`src/rtl/mem_stage_pkg.sv`:
```
// mem_stage_pkg: shared state encoding and default widths for the memory-stage controller.
package mem_stage_pkg;
  localparam int OPERAND_WIDTH_DEF = 16;
  localparam int CNT_WIDTH_DEF = 16;
  typedef enum logic [1:0] {IDLE = 2'b00, WAIT = 2'b01, RESP = 2'b10} state_e;
endpackage

```
`src/rtl/mem_stage_ctrl_reg_16b.sv`:
```
// reg_16b: load-enabled register with asynchronous active-low clear.
module reg_16b #(
  parameter int W = 16
) (
  input  logic         clk,
  input  logic         rst,
  input  logic         writeEn,
  input  logic [W-1:0] d_i,
  output logic [W-1:0] q_o
);
  always_ff @(posedge clk or negedge rst)
    if (!rst) q_o <= '0;
    else if (writeEn) q_o <= d_i;
endmodule

```
`src/rtl/mem_stage_ctrl.sv`:
```
// mem_stage_ctrl: issues loads/stores to a request/busy/done memory and stalls the pipeline
// until the access completes, with a same-cycle bypass when the memory answers immediately.
module mem_stage_ctrl
  import mem_stage_pkg::*;
#(
  parameter int OPERAND_WIDTH = OPERAND_WIDTH_DEF,
  parameter int CNT_WIDTH = CNT_WIDTH_DEF
) (
  input  logic                     clk,
  input  logic                     rst,
  input  logic [OPERAND_WIDTH-1:0] ex_mem_AluRes,
  input  logic [OPERAND_WIDTH-1:0] ex_mem_writeData,
  input  logic                     ex_mem_MemRead,
  input  logic                     ex_mem_MemWrite,
  input  logic                     ex_mem_Halt,
  input  logic                     mem_busy,
  input  logic                     mem_done,
  input  logic [OPERAND_WIDTH-1:0] mem_rdata,
  output logic [OPERAND_WIDTH-1:0] mem_addr,
  output logic [OPERAND_WIDTH-1:0] mem_wdata,
  output logic                     mem_rd,
  output logic                     mem_wr,
  output logic [OPERAND_WIDTH-1:0] memDataOut,
  output logic                     mem_stall,
  output logic                     mem_err,
  output logic                     mem_err_sticky,
  output logic [CNT_WIDTH-1:0]     stall_cnt
);
  state_e state_q, state_d;
  logic [CNT_WIDTH-1:0] cnt_q;
  logic sticky_q;
  logic [OPERAND_WIDTH-1:0] cap;
  logic any, req, idle, issue, hit;
  assign any = (ex_mem_MemRead | ex_mem_MemWrite) & ~ex_mem_Halt;
  assign req = any & ~ex_mem_AluRes[0];
  assign idle = state_q == IDLE;
  assign issue = idle & req & ~mem_busy;
  assign hit = issue & mem_done;
  reg_16b #(.W(OPERAND_WIDTH)) u_cap (
    .clk(clk), .rst(rst), .writeEn(state_q == WAIT && mem_done),
    .d_i(mem_rdata), .q_o(cap)
  );
  // Outputs are forced low while reset is held, even though inputs may be live.
  assign mem_addr = rst ? ex_mem_AluRes : '0;
  assign mem_wdata = rst ? ex_mem_writeData : '0;
  assign mem_wr = rst & issue & ex_mem_MemWrite;
  assign mem_rd = rst & issue & ex_mem_MemRead & ~ex_mem_MemWrite;
  assign mem_err = rst & any & ex_mem_AluRes[0];
  assign mem_stall = rst & ((idle & req & (mem_busy | ~mem_done)) | state_q == WAIT);
  assign memDataOut = !rst ? '0 : hit ? mem_rdata : state_q == RESP ? cap : '0;
  assign mem_err_sticky = sticky_q;
  assign stall_cnt = cnt_q;
  always_comb
    state_d = state_q == RESP ? IDLE :
              state_q == WAIT ? (mem_done ? RESP : WAIT) :
              (issue & ~mem_done) ? WAIT : IDLE;
  always_ff @(posedge clk or negedge rst)
    if (!rst) begin
      state_q <= IDLE;
      cnt_q <= '0;
      sticky_q <= 1'b0;
    end else begin
      state_q <= state_d;
      if (mem_stall && !(&cnt_q)) cnt_q <= cnt_q + 1'b1;
      if (mem_err) sticky_q <= 1'b1;
    end
endmodule

```
`config.mk`:
```
export PLATFORM = sky130hd
export DESIGN_NAME = mem_stage_ctrl
export DESIGN_NICKNAME = d
export VERILOG_FILES = /design/src/rtl/mem_stage_pkg.sv /design/src/rtl/mem_stage_ctrl_reg_16b.sv /design/src/rtl/mem_stage_ctrl.sv
export SDC_FILE = /design/constraint.sdc
export NUM_CORES = 1
export LEC_CHECK = 0
export BUFFER_PORTS_ARGS = -buffer_cell sky130_fd_sc_hd__buf_4
export CAP_MARGIN = 20
export CORE_MARGIN = 4
export CORE_UTILIZATION = 30
export CTS_CLUSTER_DIAMETER = 200
export DETAILED_ROUTE_END_ITERATION = 10
export PLACE_DENSITY = 0.57
export SETUP_SLACK_MARGIN = 0.1
export SYNTH_ARGS = -nofsm -noshare
export SYNTH_HDL_FRONTEND = slang
export SYNTH_SLANG_ARGS = --single-unit
```
`constraint.sdc`:
```
create_clock -name clk -period 3.8 [get_ports clk]
set_input_delay 0.57 -clock clk [delete_from_list [all_inputs] [get_ports clk]]
set_output_delay 0.57 -clock clk [all_outputs]
set_load 0.1 [all_outputs]
```
==> metrics <==
sequential power share 37.2%; row count 28; clock power share 21.8%; RSZ-0062 raised after global routing false; share of cells above drive strength 1 about two fifths; Net Sw Frac a little under half; drt first pass iters 4; initial DRC count 79; Critical Path Fanout Max 16; final worst path period share approximately 66%; Main synth FF type dfrtp_1; CTS Buf Count 5; Cell Pwr Density about 450 nW/µm²; CP arrival around 2.0 ns; Die Y 88.2 µm; drt wl/cell approximately 14 µm; post-cts sizing count 0; TritonCTS clock tree yes; Die Width 88.2 µm; WL final ~5.9 mm; initial antenna violation count 0; Ys Warns 0; Int Pwr 737 µW; Switch Pwr around 600 µW; clock insertion delay at the later pin of the skew report between 0.2 and 0.3 ns; drt drc 0; EDFF count, synth 0; register area share after synthesis around 45%; largest net degree at the start of global routing 39; Comb pwr share between 40% and 50%; commonest non-fill, non-tap cell in the layout buf_4; Worst Hold Class primary input to async pin; diode count 0; Via density roughly 4.8; syn_area_per_cell 8.74 µm²; PnR Total Power roughly 1400 µW; Post-synth ARST share between 90% and 100%; first-pass GRT wire length just over 9 mm; Slew headroom ~53%; critical path class primary input to output pin; final count of hold timing violations 0; initial core utilization 31.7%; Core Region between 6000 and 7000 µm²; setup bufs post-CTS 0; placer congestion estimate about 0.75; worst path required time 3.23 ns; r2r startpoint stall_cnt[0]$_DFFE_PN0P_; Final setup viols 0; clk buf depth 2; H-tree depth 2; DP Worst Slack between 1 and 1.5 ns; Final min period 2.52 ns; clk root buf clkbuf_8; Detail Route Antenna Nets 0; remaining global-route overflow 0; Die ar. approximately 7800 µm²; Cell Area, Synth around 1900 µm²; Via Count around 2000; post-synth net total around 280; Max IR drop VDD between 0.2 and 0.3 mV; critical path capture point type output pin; I/O pin total 124; worst r2r path cells 5; ranking of synthesized cells by area dfrtp_1 45%, and2_1 10%, nand2_1 9.9%; Synth Instances roughly 220; Worst-path clk slew 0.07 ns; CTS sink cnt 35; vias in the first global route roughly 1800; Worst Tran Pin Value just under 0.7 ns; Max-cap violations 0; Setup Skew ~0.0087 ns; Yosys top cell area share 45.4%; Yosys cell types 30; gr usage total 14.9%; R2R Setup Slk between 1.5 and 2 ns; Layout Cells excl Fill 420; Final Max Slew Viols 0; Layout area overhead 56.6%; dpl cells just over 400; Synth Register Bits 35; Fillers 623; f_max 397 MHz; final net count 400; DP Wirelength around 4.6 mm; # port buffers 123; setup ws final 1.28 ns; setup TNS 0 ns; most frequent cells in the layout 126 x buf_4, 51 x nand2_1, 35 x dfrtp_1; Post-CTS Hold Buffers 0; Startpoint Class primary input; status complete, no violations; Pleak 0.00157 µW; worst r2r dst stall_cnt[1]$_DFFE_PN0P_; Yosys top cell by area dfrtp_1
==> power groups by stage <==
stage	Clock, µW	Sequential (µW)	Combinational [µW]
after floorplan	0	653	264
after global placement	0	510	557
after detailed placement	0	511	562
after CTS	306	504	562
after global routing	323	517	589
final	295	503	556
==> layer usage <==
| layer | routed length, µm | up-vias | track usage [%] | share of wire [%] |
|---|---|---|---|---|
| met1 | 2360 | 936 | 20.1 | 40 |
| met3 | 555 | 6 | 2.61 | 9.3 |
| met4 | 79 | 0 | 4.26 | 1.3 |
| li1 | - | 979 | - | - |
| met5 | 0 | - | 0 | 0 |
| met2 | 2940 | 88 | 24.7 | 50 |
==> stage by stage <==
stage	cell area (µm²)	hold slack, ns	util, %
6_report	3020	0.149	49.6
4_1_cts	3020	0.144	49.6
3_3_place_gp	2920	0.454	48.0
5_1_grt	3020	0.159	49.6
3_5_place_dp	2920	0.454	48.0
2_1_floorplan	1930	0.274	-
==> cell usage after synthesis, drive strengths merged (2+ instances only) <==
library cell  instances
inv                   3
nand2                51
nor2b                 2
buf                   3
dfrtp                35
and2                 32
xor2                  2
nand3                 7
nor2                 23
clkbuf                7
xnor2                13
and3                  6
nand4                 8
a22oi                16
==> cells by family (layout without fill, tap and decap cells) <==
logic type               after synthesis  after routing  share of synthesized area (%)
AO/OA/AOI/OAI                         20             20                           8.49
XOR/XNOR                              15             15                           6.81
adder cells (fa/ha/maj)                1              1                          0.648
buffers and inverters                 13            137                           2.98
flip-flops                            35             35                           45.4
multiplexers                           1              1                          0.583
AND/OR/NAND/NOR                      136            136                           35.1
==> registers in the layout, summed over array words and instances (netlist names) <==
register	cells
state_q	2
mem_err_sticky	1
stall_cnt	16
u_cap.q_o	16
==> worst max-delay path, cell delays in order <==
cell and delay [ns]:
buf_4 0.10, o21ba_1 0.24, nand3_1 0.11, nor3b_2 0.18, buf_4 0.24, a22oi_1 0.10
nor2_1 0.10, buf_4 0.30
==> worst max-delay path by stage <==
stage	from	endpoint	slack, ns	cells past startpoint
CTS	ex_mem_Halt	memDataOut[13]	1.27	8
finish	ex_mem_Halt	memDataOut[13]	1.28	8
floorplan	ex_mem_Halt	memDataOut[10]	0.41	6
detailed placement	ex_mem_Halt	memDataOut[13]	1.27	8
global placement	ex_mem_Halt	memDataOut[13]	1.29	8
global route	ex_mem_Halt	memDataOut[8]	1.12	8
==> layout make-up <==
type / instances / area, µm² / area share (%)
multi-input combinational: 173 / 997 / 33.0
timing repair buffer: 126 / 946 / 31.3
sequential: 35 / 876 / 29.0
tap: 75 / 93.8 / 3.10
clock buffer: 6 / 82.6 / 2.73
clock inverter: 2 / 16.3 / 0.538
inverter: 3 / 11.3 / 0.373
Note: power is estimated with default switching activity, not from simulation.
